### src/rtl/param_reg.sv
// -----------------------------------------------------------------------------
// param_reg
//   Generic WIDTH-bit state register with write enable, per-bit write mask and
//   synchronous clear. Used for architectural state such as the program
//   counter (WIDTH=32, RESET_VAL=32'h8000_0000, wen tied high, din = dout + 4).
//
// Parameters
//   WIDTH      data width in bits, legal range 1..64
//   RESET_VAL  value loaded on asynchronous reset and on synchronous clear
//
// Ports
//   clk    in   1      clock, all updates on the rising edge
//   rst    in   1      asynchronous active-low reset
//   din    in   WIDTH  write data
//   wen    in   1      write enable
//   wmask  in   WIDTH  per-bit write mask, 1 = bit written
//   clr    in   1      synchronous clear to RESET_VAL (beats wen)
//   dout   out  WIDTH  registered value
//   perr   out  1      parity error, only when PARAM_REG_PARITY_EN is defined
//   upd    out  1      registered pulse: dout changed on the last edge
//
// Build option
//   PARAM_REG_PARITY_EN  adds a stored even-parity bit and the perr output.
// -----------------------------------------------------------------------------
module param_reg #(
  parameter int unsigned       WIDTH     = 32,
  parameter logic [WIDTH-1:0]  RESET_VAL = '0
) (
  input  logic             clk,
  input  logic             rst,
  input  logic [WIDTH-1:0] din,
  input  logic             wen,
  input  logic [WIDTH-1:0] wmask,
  input  logic             clr,
  output logic [WIDTH-1:0] dout,
`ifdef PARAM_REG_PARITY_EN
  output logic             perr,
`endif
  output logic             upd
);

  logic [WIDTH-1:0] dout_q, dout_d;
  logic             upd_q, upd_d;

  // clr has priority; with neither clr nor wen, din and wmask are ignored.
  always_comb begin
    dout_d = dout_q;
    if (clr) begin
      dout_d = RESET_VAL;
    end else if (wen) begin
      dout_d = (din & wmask) | (dout_q & ~wmask);
    end
    // A write of the current value, or a clear at RESET_VAL, is not an update.
    upd_d = (dout_d != dout_q);
  end

  always_ff @(posedge clk or negedge rst) begin
    if (!rst) begin
      dout_q <= RESET_VAL;
      upd_q  <= 1'b0;
    end else begin
      dout_q <= dout_d;
      upd_q  <= upd_d;
    end
  end

  assign dout = dout_q;
  assign upd  = upd_q;

`ifdef PARAM_REG_PARITY_EN
  logic par_q, par_d;

  // Parity is taken from the post-mask value so it always tracks dout_q.
  always_comb begin
    par_d = par_q;
    if (clr || wen) begin
      par_d = ^dout_d;
    end
  end

  always_ff @(posedge clk or negedge rst) begin
    if (!rst) begin
      par_q <= ^RESET_VAL;
    end else begin
      par_q <= par_d;
    end
  end

  // Nonzero only if stored data or the parity bit was upset.
  assign perr = (^dout_q) ^ par_q;
`endif

endmodule

### config.mk
export PLATFORM = sky130hd
export DESIGN_NAME = param_reg
export DESIGN_NICKNAME = d
export VERILOG_FILES = /design/src/rtl/param_reg.sv
export SDC_FILE = /design/constraint.sdc
export NUM_CORES = 1
export LEC_CHECK = 0
export ABC_AREA = 1
export CORE_ASPECT_RATIO = 0.5
export CORE_UTILIZATION = 50
export CTS_CLUSTER_SIZE = 28
export DETAILED_ROUTE_END_ITERATION = 6
export DONT_BUFFER_PORTS = 1
export SLEW_MARGIN = 20
export SYNTH_ARGS = -nofsm -noshare
export SYNTH_HDL_FRONTEND = slang
export SYNTH_SLANG_ARGS = --single-unit
### constraint.sdc
create_clock -name clk -period 2.05 [get_ports clk]
set_input_delay 0.205 -clock clk [delete_from_list [all_inputs] [get_ports clk]]
set_output_delay 0.205 -clock clk [all_outputs]
set_load 0.005 [all_outputs]
Yosys cells after proc, flatten, opt, wreduce, memory -nomap -nowiden
Cells that the tools add are included.
- add/sub/neg operators: 0
- multipliers: 0
- divide/modulo/power cells: 0
- order comparisons: 0
- equality and inequality tests: 1
- shifts and indexed selects: 0
- mux-type cells: 2
- bitwise operators: 4
- reduce and logical (&&, ||, !) cells: 0
- operator list (kind ; number):
    $and 32x32->32 ; 2
    $mux 32 ; 2
    $ne 32x32->1 ; 1
    $not 32->32 ; 1
    $or 32x32->32 ; 1
- register bits after elaboration: 33
- latch bits: 0
- bits in writable memories: 0
- ROM bits: 0
- bits of input ports: 68
- output and inout port bits: 33
- word-level logic and storage cells: 9
- memories: 0

Longest topological paths before layout
- depth in word-level cells: 6
- gate-level depth with buffers: 12
- gate-level depth less buffers: 11

Least setup slack after synthesis
Ideal clock, no wire load.
- path type: input to register
- start: in wen
- end: reg upd_q, in the netlist upd
- library setup time: 0.119 ns
- arrival: 1.029 ns
- data required time: 1.931 ns
- path slack: 0.902 ns
- stages: 12
- path buffers: 2
- cell sequence: buf_6 > buf_12 > nand2_4 > o21bai_2 > nand2_1 > nand2_1 > inv_1 > nand2_1 > nor2_1 > nand2_1 > nor2_1 > nand2_1
- word-level cells in the longest chain between the ends: 3
- ends and longest elaborated chain (what ; RTL line ; text):
    from (decl) ; 32 ; input logic wen,
    $mux 32 ; 50 ; end else if (wen) begin
    $mux 32 ; 48 ; if (clr) begin
    $ne 32x32->1 ; 54 ; upd_d = (dout_d != dout_q);
    net upd_d ; 43 ; logic upd_q, upd_d;
    to (signal assigned) ; 63 ; upd_q <= upd_d;
    to (decl) ; 43 ;
The timed path passes the listed nets, and every way through them passes these cells.

Worst setup path in the final report
- start: reg dout_q[30], in the netlist dout[30]
- end: reg upd_q, in the netlist upd
- word-level cells in the longest chain between the ends: 5
- ends and longest elaborated chain (what ; RTL line ; text):
    from (decl) ; 42 ; logic [WIDTH-1:0] dout_q, dout_d;
    from (signal assigned) ; 62 ; dout_q <= dout_d;
    $and 32x32->32 ; 51 ; dout_d = (din & wmask) | (dout_q & ~wmask);
    $or 32x32->32 ; 51 ;
    $mux 32 ; 50 ;
    $mux 32 ; 48 ;
    $ne 32x32->1 * ; 54 ;
    net upd_d ; 43 ;
The timed path passes the listed nets; every way through them passes the cells marked *.

==> impl_summary.txt <==
----------------------------------------------------
[Outcome]
  Run status ... finished, final reports clean

[Worst hold path]
  Worst Hold End ... dout[27]
  Worst hold path depth ... 2
  Beginning of the worst hold path ... wen
  Hold WC Path Type ... primary input to flop

[Synth]
  Cell count after synthesis ... 347
  Share of synthesized registers carrying an async set or reset ... 100.0%
  EDFF count, synth ... 0
  Area share of the largest cell type after synthesis ... 35.07%
  Library cells used by synthesis ... 20
  Yosys top cell by area ... dfrtp_1
  Netlist area before placement ... 2355 um2
  Flops & latches, synth ... 33
  Leading post-synthesis cells by cell area ... dfrtp_1 35%, nand2_1 15%, inv_1 12%
  Most frequently used cell type in the post-synthesis netlist ... nand2_1
  Net Count, Synth ... 415
  Commonest cells post-synth ... 93 x nand2_1, 77 x inv_1, 38 x nand4_1
  Most instantiated flip-flop cell in the synthesis netlist ... dfrtp_1
  Post-Syn Area per Cell ... 6.786 um2
  Sequential element share of the synthesized area ... 35.07%
  Count of warnings emitted by yosys ... 0

[Clock tree]
  CTS clk-pin slew, worst paths ... 0.07 ns
  Number of buffers inserted by hold repair at cts ... 2
  H-tree Lvls ... 2
  Clock Tree Root ... clkbuf_8
  Buffer depth of the longest clock path ... 2
  Count of clock tree sinks ... 33
  Latest clock arrival within the worst-skew pair ... 0.28 ns
  Post CTS Setup Buffer Count ... 0
  Cts bufs inserted ... 5
  Clock tree from TritonCTS ... yes
  Number of gates resized after CTS ... 0

[Critical path]
  WP data required ... 2.23 ns
  Arrival time at the worst endpoint ... 1.35 ns
  Worst reg2reg startpoint ... dout[30]
  Highest net fanout along the worst path ... 3
  Depth of the most critical reg-to-reg path ... 9
  Endpoint type of the worst setup path ... flop
  Crit Path Category ... flop to flop
  Worst R2R Setup Slack ... 0.87 ns
  Terminus of the critical flop-to-flop path ... upd
  Nature of the critical path startpoint ... flop

[Drt]
  Number of remaining DRC errors ... 0
  Average detailed-routed wire length per instance ... 13.53 um
  Routed via count ... 2117
  Post-detailed-routing wire length ... 5479 um
  Post-detailed-route count of antenna-violating nets ... 0
  Vias per Instance ... 5.227
  Detailed-router iteration count before antenna repair ... 5
  DRC marker count from the first detailed-route iteration ... 55

[Placed design]
  Total half-perimeter wirelength after legalization and detailed placement ... 3992 um
  RePlAce Congestion ... 0.7266
  Count of input and output buffers ... 0

[GRT]
  First-pass GRT wire length ... 9018 um
  Maximum number of pins on one net before global-route repair ... 63
  Tot GR Track Use ... 23.44%
  Initial antenna violation count ... 0
  Vias in the first global route ... 2030
  Residual overflow from global routing ... 0

[Floorplanning]
  Core outline area ... 4467 um2
  I/O pin cnt ... 101
  Vertical die dimension ... 50.53 um
  Initial core utilization ... 52.72%
  Die ar. ... 5005 um2
  Horiz. Die Dim ... 99.05 um
  FP Rows ... 17

[Power]
  Peak VDD IR ... 0.2587 mV
  PwrDens ... 622.8 nW/um2
  Static leakage ... 1.402 nW

[STA]
  Rel. slew slack ... 80.79%
  Worst slew pin tran ... 0.2881 ns
  Hold Worst Slack ... 0.06837 ns
  Final hold violation count ... 0
  Accumulated negative setup slack ... 0 ns
  Clock period minus worst slack ... 1.180 ns
  Period Utilization, post-route ... 57.54%
  Number of failing setup endpoints in the final timing report ... 0
  Number of max-slew violations in the final report ... 0
  Maximum clock rate ... 0.8478 GHz
  Clock Skew ... 0.002964 ns
  Setup repair after global routing missed its margin ... false

[Layout]
  Layout cell share with drive strength beyond 1 ... 11.21%
  Synthesis-to-layout area growth ... 5.845%
  Nets ... 415
  Number of inserted filler cells in the final layout ... 429
  Antenna diode instance count ... 0

[Run]
  Number of max-cap violations ... 0

----------------------------------------------------
power by group:
group / total, mW / leakage (nW) / internal, mW / switching [mW]
logic: 0.270 / 0.914 / 0.100 / 0.169
clock network: 0.547 / 0.0542 / 0.304 / 0.244
registers: 0.735 / 0.434 / 0.692 / 0.0439
total: 1.55 / 1.40 / 1.10 / 0.457
placed cells by master (no fill, tap or decap):
master / instances
a21oi_1: 32
buf_12: 2
clkbuf_8: 7
clkinv_1: 5
clkinv_2: 1
dfrtp_1: 33
dlygate4sd3_1: 1
inv_1: 77
inv_2: 7
nand2_1: 93
nand2_4: 10
nand3_1: 2
nand3_2: 2
nand4_1: 38
nor2_1: 10
o21ai_0: 2
o21ai_1: 16
o21ai_2: 8
o21bai_2: 2
layer usage:
layer	track usage [%]	wire, um	up-vias
li1	-	-	1092
met1	28.76	2455	947
met2	39.28	2471	74
met3	9.192	519	4
met4	5.637	33	0
met5	0	0	-
cell families (layout without fill, tap and decap cells):
group	after synthesis	count (layout)	share of synthesized area [%]
AOI/OAI and AO/OA	60	60	14.56
DFF	33	33	35.07
and+or+nand+nor	155	155	32.57
buffers and inverters	99	100	17.80
metrics by stage:
stage / util, % / instances / total power [mW] / instance area [um2] / setup slack (ns)
6_report: 55.80 / 405 / 1.552 / 2492 / 0.8705
5_1_grt: 55.80 / 405 / 1.657 / 2492 / 0.7159
4_1_cts: 55.80 / 405 / 1.570 / 2492 / 0.8541
3_5_place_dp: 52.86 / 395 / 0.9992 / 2361 / 0.6831
3_3_place_gp: 52.86 / 395 / 0.9853 / 2361 / 0.7361
2_1_floorplan: - / 347 / 0.9678 / 2355 / 0.9023
flip-flops by register name, indices dropped and copies added, names as in the netlist:
name  count
dout     32
upd       1
how the worst max path moves through the flow:
stage | startpoint | endpoint | slack, ns | depth (start not counted)
2_1_floorplan | wen | upd | 0.90 | 12
3_3_place_gp | clr | upd | 0.74 | 11
6_report | dout[30] | upd | 0.87 | 9
4_1_cts | dout[13] | upd | 0.85 | 9
3_5_place_dp | clr | upd | 0.68 | 11
5_1_grt | dout[30] | upd | 0.72 | 9
worst max-delay path, cell delays in order (launching register included):
cell and delay, ns:
dfrtp_1 0.42, inv_1 0.08, nand4_1 0.09, nand2_1 0.05
inv_1 0.04, nand2_1 0.04, nor2_1 0.12, nand2_1 0.06
nor2_1 0.10, nand2_1 0.05
final cells by class:
type                    count  area (um2)  share of cell area (%)
clock buffers               7       96.34                   3.865
flip-flops and latches     33       825.8                   33.13
repair buffers              3       50.05                   2.008
well taps                  57       71.32                   2.861
clock inverters             1       5.005                  0.2008
multi-input cells         215        1110                   44.53
inverters                  89       334.1                   13.40
Power figures use the tool's default switching activity.
